[src/rtl/bcd_pkg.sv]
// Shared constants and state encoding for the digit-serial BCD adder.
package bcd_pkg;

  localparam int DIGIT_W = 4;
  localparam logic [DIGIT_W-1:0] BCD_MAX  = 4'd9;
  localparam logic [DIGIT_W-1:0] BCD_CORR = 4'd6;

  typedef enum logic [1:0] {
    IDLE = 2'd0,
    RUN  = 2'd1,
    DONE = 2'd2
  } state_t;

endpackage

[src/rtl/bcd_digit_add.sv]
// Combinational single-digit BCD add stage: digit = ad + bd + cin with decimal correction.
module bcd_digit_add
  import bcd_pkg::*;
(
  input  logic [DIGIT_W-1:0] ad,
  input  logic [DIGIT_W-1:0] bd,
  input  logic               cin,
  output logic [DIGIT_W-1:0] digit,
  output logic               cy
);

  logic [DIGIT_W:0] s;

  // Invalid digits go through the same rule; the wrap of s[3:0]+6 is intended.
  always_comb begin
    s = {1'b0, ad} + {1'b0, bd} + {{DIGIT_W{1'b0}}, cin};
    if (s > {1'b0, BCD_MAX}) begin
      digit = s[DIGIT_W-1:0] + BCD_CORR;
      cy    = 1'b1;
    end else begin
      digit = s[DIGIT_W-1:0];
      cy    = 1'b0;
    end
  end

endmodule

[src/rtl/bcd_serial_add_ctrl.sv]
// Digit-serial NDIGITS-digit BCD adder controller, LSD first, one digit per clock.
// Optional macro BCD_SUB_EN adds a `sub` input for ten's-complement subtraction.
module bcd_serial_add_ctrl
  import bcd_pkg::*;
#(
  parameter int NDIGITS = 4
) (
  input  logic                       clk,
  input  logic                       rst_n,
  input  logic                       start,
`ifdef BCD_SUB_EN
  input  logic                       sub,
`endif
  input  logic [DIGIT_W*NDIGITS-1:0] a,
  input  logic [DIGIT_W*NDIGITS-1:0] b,
  output logic                       busy,
  output logic                       done,
  output logic [DIGIT_W*NDIGITS-1:0] sum,
  output logic                       cout,
  output logic                       err
);

  localparam int W     = DIGIT_W * NDIGITS;
  localparam int CNT_W = (NDIGITS > 1) ? $clog2(NDIGITS) : 1;

  state_t             state, state_next;
  logic [W-1:0]       a_sh, b_sh, b_load;
  logic               carry, carry_init;
  logic [CNT_W-1:0]   cnt;
  logic               last;
  logic [DIGIT_W-1:0] digit;
  logic               cy;

  function automatic logic has_bad_digit(input logic [W-1:0] v);
    has_bad_digit = 1'b0;
    for (int i = 0; i < NDIGITS; i++)
      if (v[i*DIGIT_W +: DIGIT_W] > BCD_MAX) has_bad_digit = 1'b1;
  endfunction

  // Subtraction feeds the nine's complement of B with an initial carry of one.
  always_comb begin
    b_load     = b;
    carry_init = 1'b0;
`ifdef BCD_SUB_EN
    if (sub) begin
      for (int i = 0; i < NDIGITS; i++)
        b_load[i*DIGIT_W +: DIGIT_W] = BCD_MAX - b[i*DIGIT_W +: DIGIT_W];
      carry_init = 1'b1;
    end
`endif
  end

  bcd_digit_add u_digit (
    .ad    (a_sh[DIGIT_W-1:0]),
    .bd    (b_sh[DIGIT_W-1:0]),
    .cin   (carry),
    .digit (digit),
    .cy    (cy)
  );

  assign last = (cnt == CNT_W'(NDIGITS - 1));

  always_ff @(posedge clk or negedge rst_n) begin
    if (!rst_n) state <= IDLE;
    else        state <= state_next;
  end

  always_comb begin
    state_next = state;
    busy       = (state != IDLE);
    done       = (state == DONE);
    case (state)
      IDLE:    if (start) state_next = RUN;
      RUN:     if (last)  state_next = DONE;
      DONE:    state_next = IDLE;
      default: state_next = IDLE;
    endcase
  end

  // cout is captured on the last digit so it is already valid while done is high.
  always_ff @(posedge clk or negedge rst_n) begin
    if (!rst_n) begin
      a_sh  <= '0;
      b_sh  <= '0;
      carry <= 1'b0;
      cnt   <= '0;
      sum   <= '0;
      cout  <= 1'b0;
      err   <= 1'b0;
    end else begin
      case (state)
        IDLE: if (start) begin
          a_sh  <= a;
          b_sh  <= b_load;
          carry <= carry_init;
          cnt   <= '0;
          sum   <= '0;
          err   <= has_bad_digit(a) | has_bad_digit(b);
        end
        RUN: begin
          sum   <= (sum >> DIGIT_W) | (W'(digit) << (W - DIGIT_W));
          a_sh  <= a_sh >> DIGIT_W;
          b_sh  <= b_sh >> DIGIT_W;
          carry <= cy;
          cnt   <= cnt + CNT_W'(1);
          if (last) cout <= cy;
        end
        default: ;
      endcase
    end
  end

endmodule

[config.mk]
export PLATFORM = sky130hd
export DESIGN_NAME = bcd_serial_add_ctrl
export DESIGN_NICKNAME = d
export VERILOG_FILES = /design/src/rtl/bcd_pkg.sv /design/src/rtl/bcd_digit_add.sv /design/src/rtl/bcd_serial_add_ctrl.sv
export SDC_FILE = /design/constraint.sdc
export NUM_CORES = 1
export LEC_CHECK = 0
export CORE_MARGIN = 4
export CORE_UTILIZATION = 54
export DETAILED_ROUTE_END_ITERATION = 8
export MAX_ROUTING_LAYER = met4
export PLACE_DENSITY = 0.88
export RECOVER_POWER = 25
export SYNTH_ARGS = -nofsm -noshare
export SYNTH_HDL_FRONTEND = slang
export SYNTH_SLANG_ARGS = --single-unit
[constraint.sdc]
create_clock -name clk -period 5.1 [get_ports clk]
set_clock_uncertainty 0.15 [all_clocks]
set_input_delay 0.51 -clock clk [delete_from_list [all_inputs] [get_ports clk]]
set_output_delay 0.51 -clock clk [all_outputs]
set_load 0.05 [all_outputs]
Word level (Yosys, flattened, before mapping):

Index checks and enable logic that the tools add are counted.

* add/sub/neg operators: 4
* magnitude comparators: 9
* equality and inequality tests: 5
* muxes and demuxes: 27
* bitwise logic cells: 2
* reduce and logical (&&, ||, !) cells: 7

Operator list (number)
* 16-bit one-hot mux with 2 select lines: 3
* 16-bit two-way mux: 3
* 4-bit > comparator, second input constant: 8
* 12-bit by 16-bit bitwise OR with 16-bit output: 1
* 1-bit two-way mux: 14
* 2-bit one-hot mux with 2 select lines: 2
* 2-bit AND reduction: 4
* 2-bit two-way mux: 3
* 4-bit by 4-bit adder with 5-bit output: 1
* 5-bit by 1-bit adder with 5-bit output: 1
* 5-bit by 4-bit > comparator with 1-bit output, second input constant: 1
* 4-bit by 3-bit adder with 4-bit output, second input constant: 1
* 2-bit equality test, second input constant: 2
* 4-bit two-way mux: 1
* 2-bit != test, second input constant: 2
* 2-bit nonzero test: 2
* 2-bit by 1-bit adder with 2-bit output, second input constant: 1
* 2-bit by 1-bit equality test with 1-bit output, second input constant: 1
* 2-bit zero test: 1
* 1-bit one-hot mux with 2 select lines: 1
* 1-bit bitwise OR: 1

* flip-flop bits (word level): 55
* input port bits: 35
* output and inout bits: 20
* word-level logic and storage cells: 62

Depth between registers and ports, before layout:

Gate-level depths: netlist (run 1).

* depth after elaboration: 8
* depth in mapped cells: 10
* depth with buffers taken out: 10

Modules after synthesis:

A second synthesis (run 1) with hierarchy kept.

* cells, all modules: 279
* area total of the unflattened synthesis: 2693.8 µm²

Modules (own cells, without submodules)
* bcd_serial_add_ctrl: instances 1, cells an instance 257, area an instance 2482.4 µm², sequential area each 1376.3 µm²
* bcd_digit_add: instances 1, cells an instance 22, area an instance 211.5 µm², sequential area each 0.0 µm²

Worst setup path after synthesis (run 1):

No wires, ideal clock.

* path type: register to register
* start: register a_sh[0]
* end: register sum[14]
* setup time: 0.121 ns
* arrival time: 2.343 ns
* required time: 4.829 ns
* path slack: 2.486 ns
* cell stages (with the launch flop): 9
* path buffers: 0
* period minus slack after synthesis: 2.614 ns
* cell sequence: dfrtp_1 fa_1 inv_1 fa_1 ha_1 a32o_2 o31ai_4 o21ai_1 a22o_1

* longest elaborated chain between the ends: 6
* elaborated cells between the ends (all ways): 7
* those cells by class: add/sub (3); order compare (1); mux (2); bitwise (1)

RTL lines
* start, declared: RTL line bcd_serial_add_ctrl.sv:27 `logic [W-1:0] a_sh, b_sh, b_load;`
* start signal, assigned: RTL line bcd_serial_add_ctrl.sv:102 `a_sh <= a_sh >> DIGIT_W;`
* 4-bit by 4-bit adder with 5-bit output *: RTL line bcd_digit_add.sv:16 `s = {1'b0, ad} + {1'b0, bd} + {{DIGIT_W{1'b0}}, cin};`
* 5-bit by 1-bit adder with 5-bit output *: RTL line bcd_digit_add.sv:16
* 4-bit by 3-bit adder with 4-bit output or 5-bit by 4-bit > comparator with 1-bit output (tied branches): RTL line bcd_digit_add.sv:18, bcd_digit_add.sv:17
* 4-bit two-way mux *: RTL line bcd_digit_add.sv:17 `if (s > {1'b0, BCD_MAX}) begin`
* 12-bit by 16-bit bitwise OR with 16-bit output *: RTL line bcd_serial_add_ctrl.sv:101 `sum <= (sum >> DIGIT_W) | (W'(digit) << (W - DIGIT_W));`
* 16-bit one-hot mux with 2 select lines *: RTL line bcd_serial_add_ctrl.sv:91 `case (state)`
* end signal, assigned: RTL line bcd_serial_add_ctrl.sv:101
* end, declared: RTL line bcd_serial_add_ctrl.sv:18 `output logic [DIGIT_W*NDIGITS-1:0] sum,`

Every way passes the cells marked *; elsewhere a longest branch is shown, timed or not.
A chain may end at the register's enable or synchronous reset.

==> results.json, run 1 <==
{
  "status": "finished, violations left",
  "violations": "max-capacitance violations, max-slew violations",
  "nets": 319,
  "synthArstFlopShare": 1.00,
  "powerDensity_nw_per_um2": 697,
  "p_sw_frac": 0.444,
  "start_kind": "input port",
  "crit_buf_inv": 2,
  "cts_tree": "built",
  "synth_xor_area_frac": 0.00984,
  "power_frac_clock": 0.099,
  "worstPathMaxFanout": 55,
  "grt_pass1_vias": 1952,
  "routedWlPerCell_um": 15.5,
  "synth_top_area_frac": 0.541,
  "clock_latency_ns": 0.30,
  "critPathKind": "input port to async pin",
  "drv_slew": 56,
  "post-dp-hpwl_um": 3790,
  "synth_largest_area_cell": "dfrtp_1",
  "synth_fa_ha_area_frac": 0.0453,
  "max_slew_margin": -0.890,
  "wirelength_um": 5080,
  "r2r_start": "a_sh[0]",
  "grt_first_pass_wirelength_um": 8730,
  "clockRootBuffer": "clkbuf_8",
  "ys_dominant_reg_cell": "dfrtp_1",
  "multi_input_area_um2": 1110,
  "viasPerCell": 5.67,
  "rows": 24,
  "min_period_ns": 2.95,
  "firstDrtPassIters": 4,
  "dieArea_um2": 5870,
  "fin_crit_sh": 0.579,
  "required_ns": 4.76,
  "critPathMaxStageDelay_ns": 2.01,
  "gr-total-overflow": 0,
  "post_cts_buffers": 0,
  "switching_power_uw": 987,
  "drt.antenna.violating_nets": 0,
  "end_kind": "async pin",
  "synth_area_um2": 2540,
  "cap_violations": 1,
  "clk_pin_slew_worst_paths_ns": 0.09,
  "finalHoldViolations": 0,
  "dieHeight_um": 76.6,
  "min_from": "b_sh[10]",
  "hold_class": "register to register",
  "worstMarginPinSlew_ns": 2.84,
  "synth.area.mux_share": 0.103,
  "ys_types": 32,
  "power_frac_comb": 0.573,
  "cp.arrival_ns": 2.61,
  "cts_hold_buf": 0,
  "syn2layout_area_growth_pct": 25.3,
  "post_cts_resize_count": 0,
  "synth-compound-area-share": 0.185,
  "startpoint": "rst_n",
  "nFillCells": 323,
  "internal-power_mw": 1.23,
  "seqPwrFrac": 0.328,
  "clock-sinks": 55,
  "drive_above_1_share": 0.0582,
  "tns_ns": 0,
  "syn_inst": 225,
  "cts_buffer_depth": 2,
  "vias": 1854,
  "setup_viol_count_final": 0,
  "place_congestion": 0.773,
  "cp_top_family": "buffers and inverters",
  "insertedDiodeCount": 0,
  "syn-num-nets": 268,
  "io_buffers": 54,
  "cp_cell_sequence": "buf_2 > clkbuf_1",
  "syn_avg_cell_area_um2": 11.3,
  "core-area_um2": 4440,
  "p_leak_nw": 1.45,
  "cts_buffers": 5,
  "start_util": 0.572,
  "htreeDepth": 2,
  "antenna_found_initial": 0,
  "grt_util_all_layers": 0.190,
  "layout_commonest_cell": "dfrtp_1",
  "layout_common_cells": "dfrtp_1, clkdlybuf4s50_1, o21ai_0",
  "rsz0062_at_grt": "false",
  "fin_util": 0.717,
  "fp.dieW_um": 76.6,
  "synth_top_family_by_area": "compound AO/OA/AOI/OAI gates",
  "crit_slowest_cell": "clkbuf_1",
  "synth_edf_count": 0,
  "synth-seq-cells": 55,
  "route.detailed.drc": 0,
  "synth_area_leaders": "dfrtp_1, mux2i_1, a22o_1, o21ai_0, nand2_1",
  "yosys_warnings": 0,
  "peakVddDrop_mv": 0.272,
  "max_freq_ghz": 0.339,
  "drtIter0Drc": 66,
  "grt_max_degree": 56,
  "yosys.area_share.simple": 0.0851,
  "yosysSeqAreaShare": 0.541,
  "ff_latch_area_um2": 1380,
  "p_total_mw": 2.22,
  "num_io_pins": 55
}
==> worst reg2reg max path, stage by stage, from the launching register on <==
cell and delay (ns):
dfrtp_1 0.41, fa_1 0.44, inv_1 0.08, fa_1 0.49, ha_1 0.27, a32o_2 0.26
o31ai_4 0.28, o21ai_1 0.12, a22o_1 0.19
==> kinds of logic (layout without fill, tap and decap cells) <==
family | Yosys count | after routing
flip-flops | 55 | 55
AO/OA/AOI/OAI | 69 | 69
buffers and inverters | 17 | 67
adder cells (fa/ha/maj) | 8 | 8
XOR/XNOR | 2 | 2
multiplexers | 26 | 26
AND/OR/NAND/NOR | 48 | 48
==> routing by layer <==
layer | GRT usage | vias up | part of all wire
li1 | - | 907 | -
met1 | 0.220 | 884 | 0.43
met2 | 0.335 | 58 | 0.51
met3 | 0.0378 | 5 | 0.049
met4 | 0.0543 | 0 | 0.010
met5 | - | - | 0
==> cells in the mapped netlist, types with 2 or more instances <==
master	count
mux2i_1	25
nor2_1	5
buf_2	2
a21oi_1	3
nand2b_1	2
nand4_1	2
nand2_1	30
ha_1	6
a22o_1	23
buf_4	3
o21bai_1	2
clkbuf_1	7
o21ai_1	2
o21ai_0	34
dfrtp_1	55
nor2b_1	3
inv_1	5
fa_1	2
==> final cells by class <==
type / count / area share
clock buffers: 6 / 0.0228
flip-flops and latches: 55 / 0.432
repair buffers: 56 / 0.172
well taps: 52 / 0.0204
inverters: 5 / 0.00589
multi-input cells: 153 / 0.348
==> registers in the layout (all words and copies together), names as in the netlist <==
signal / flops
carry: 1
state: 2
b_sh: 16
cout: 1
cnt: 2
sum: 16
a_sh: 16
err: 1
==> power groups by stage <==
stage	sequential [mW]	clock (mW)	combinational, mW
after floorplan	0.903	0	0.782
after global placement	0.730	0	1.22
final	0.728	0.220	1.27
after global routing	0.752	0.238	1.41
after detailed placement	0.740	0	1.28
after CTS	0.731	0.224	1.29
==> through the flow <==
step	worst slack (ns)	cells	cell area (µm²)	hold WS (ns)
final	2.15	327	3190	0.336
after global routing	1.46	327	3190	0.361
after CTS	2.31	327	3190	0.190
after detailed placement	2.32	321	3120	0.318
after global placement	2.41	321	3120	0.307
after floorplan	2.49	225	2540	0.0644
==> final timing paths <==
| path | end | slack (ns) | depth (start not counted) |
|---|---|---|---|
| max in group clk | sum[14] | 2.30 | 8 |
| worst min-delay path | b_sh[10] | 0.34 | 2 |
| worst min register to register | b_sh[10] | 0.34 | 2 |
| worst max register to register | sum[14] | 2.30 | 8 |
| worst max-delay path | b_sh[12] | 2.15 | 2 |
| min in group asynchronous | sum[9] | 1.07 | 2 |
No activity file was read; power rests on OpenSTA's default activity.
==> run 2, diff against run 1 <==
CORE_UTILIZATION = 45   (was 54)
PLACE_DENSITY = 0.79   (was 0.88)
clock period = 2.7 ns   (was 5.1 ns; I/O delays follow)
==> run 2 against run 1 <==
Net effect:
- the run still ends with max-capacitance violations, max-slew violations left
- design area up 4.6%
- critical path depth rose by 8
- utilization is 11 points lower
- final cell count rose by 8.9%
- combinational power grew 110%
- total power increased by 100%
- flip-flop and latch count unchanged
- largest power group unchanged
==> results.json, run 2 (same netlist as run 1, synthesis figures left out) <==
{
  "wirelength_um": 5230,
  "worstPathMaxFanout": 4,
  "route.detailed.drc": 0,
  "clock-sinks": 55,
  "cp.arrival_ns": 2.67,
  "hold_class": "register to register",
  "nets": 326,
  "dieArea_um2": 6920,
  "clockRootBuffer": "clkbuf_8",
  "tns_ns": 0,
  "finalHoldViolations": 0,
  "setup_viol_count_final": 0,
  "post-dp-hpwl_um": 3910,
  "grt_max_degree": 59,
  "startpoint": "carry",
  "grt_pass1_vias": 1928,
  "routedWlPerCell_um": 14.7,
  "insertedDiodeCount": 0,
  "start_kind": "register",
  "drv_slew": 27,
  "grt_util_all_layers": 0.159,
  "layout_common_cells": "dfrtp_1, clkdlybuf4s50_1, o21ai_0",
  "p_leak_nw": 1.49,
  "worstHoldPathCells": 2,
  "reg2reg_to": "cout",
  "layout_commonest_cell": "dfrtp_1",
  "reg2regPathDepth": 10,
  "clock_latency_ns": 0.31,
  "cap_violations": 1,
  "violations": "max-capacitance violations, max-slew violations",
  "worstMarginPinSlew_ns": 1.52,
  "top_regs": "a_sh x16, b_sh x16, sum x16",
  "fin_crit_sh": 0.973,
  "whs_ns": 0.339,
  "core-area_um2": 5510,
  "fp.dieW_um": 83.2,
  "required_ns": 2.75,
  "start_util": 0.462,
  "end_kind": "register",
  "clk_pin_slew_worst_paths_ns": 0.10,
  "drt.antenna.violating_nets": 0,
  "max_freq_ghz": 0.381,
  "vias": 1899,
  "powerDensity_nw_per_um2": 1350,
  "worstHoldEndpoint": "b_sh[9]",
  "rows": 27,
  "firstDrtPassIters": 4,
  "dieHeight_um": 83.2,
  "status": "finished, violations left",
  "num_io_pins": 55,
  "min_from": "b_sh[9]",
  "grt_first_pass_wirelength_um": 8720,
  "io_buffers": 54,
  "gr-total-overflow": 0,
  "nFillCells": 476,
  "htreeDepth": 2,
  "critPathKind": "register to register",
  "fin_util": 0.605,
  "drive_above_1_share": 0.0951,
  "peakVddDrop_mv": 0.677,
  "cts_tree": "built",
  "drtIter0Drc": 37,
  "viasPerCell": 5.33,
  "r2r_slack_ns": 0.07,
  "max_slew_margin": -0.0117,
  "antenna_found_initial": 0,
  "cts_buffer_depth": 2,
  "syn2layout_area_growth_pct": 31.0,
  "r2r_start": "carry",
  "place_congestion": 0.789,
  "cts_buffers": 5,
  "min_period_ns": 2.63
}
==> run 2: cell count changes in the layout (fill, tap and decap cells not counted), sizes merged <==
cell / change
buf: +6
dlygate4sd3: +1
clkbuf: +1
clkinv: +1
==> run 2: area by class of cell <==
| type | instances | area (µm²) | area share |
|---|---|---|---|
| Sequential cell | 55 | 1380 | 0.413 |
| Clock inverter | 1 | 8.76 | 0.00263 |
| Inverter | 5 | 18.8 | 0.00563 |
| Timing Repair Buffer | 63 | 633 | 0.190 |
| Clock buffer | 7 | 86.3 | 0.0259 |
| Tap cell | 72 | 90.1 | 0.0270 |
| Multi-Input combinational cell | 153 | 1120 | 0.336 |
==> run 2: repair_timing <==
action | CTS | global route
setup buffers | 2 | 1
gates resized for setup | 2 | 4
cloned | 0 | 0
setup endpoints to repair | 2 | 4
pin swaps | 2 | 4
hold buffers | 1 | 0
endpoints found under the hold margin | 26 | 0
==> run 2: metrics by stage <==
| stage | total power [mW] | worst slack (ns) | cell area [µm²] | std cells |
|---|---|---|---|---|
| after floorplan | 3.18 | 0.0859 | 2540 | 225 |
| after global routing | 4.81 | -0.00120 | 3330 | 356 |
| after CTS | 4.45 | 0.0488 | 3320 | 355 |
| after detailed placement | 3.89 | -0.0336 | 3190 | 344 |
| final | 4.48 | 0.0742 | 3330 | 356 |
| after global placement | 3.76 | 0.0814 | 3190 | 344 |
==> run 2: critical path: stages (launching register included) <==
cell     delay [ns]
dfrtp_1        0.41
fa_2           0.41
inv_2          0.07
fa_2           0.45
buf_6          0.14
ha_1           0.18
nand2_1        0.06
a32o_2         0.16
o31ai_4        0.07
buf_4          0.16
mux2_2         0.25
==> run 2: metal layers <==
metal  vias to the layer above  GRT usage  share of wire
met5                         -          -              0
met4                         0     0.0490         0.0086
met3                         5     0.0308          0.049
met2                        51      0.279           0.50
met1                       926      0.183           0.44
li1                        917          -              -
==> run 2: worst max-delay path by stage <==
stage               to  cells after the start
6_report          cout                     10
2_1_floorplan  sum[14]                      8
5_1_grt           cout                     10
4_1_cts           cout                     10
3_5_place_dp   sum[14]                     10
3_3_place_gp   sum[14]                      8
==> run 2: power breakdown <==
part	internal [mW]	total, mW	switching (mW)
logic	1.17	2.64	1.47
clock network	0.211	0.465	0.254
registers	1.16	1.38	0.213
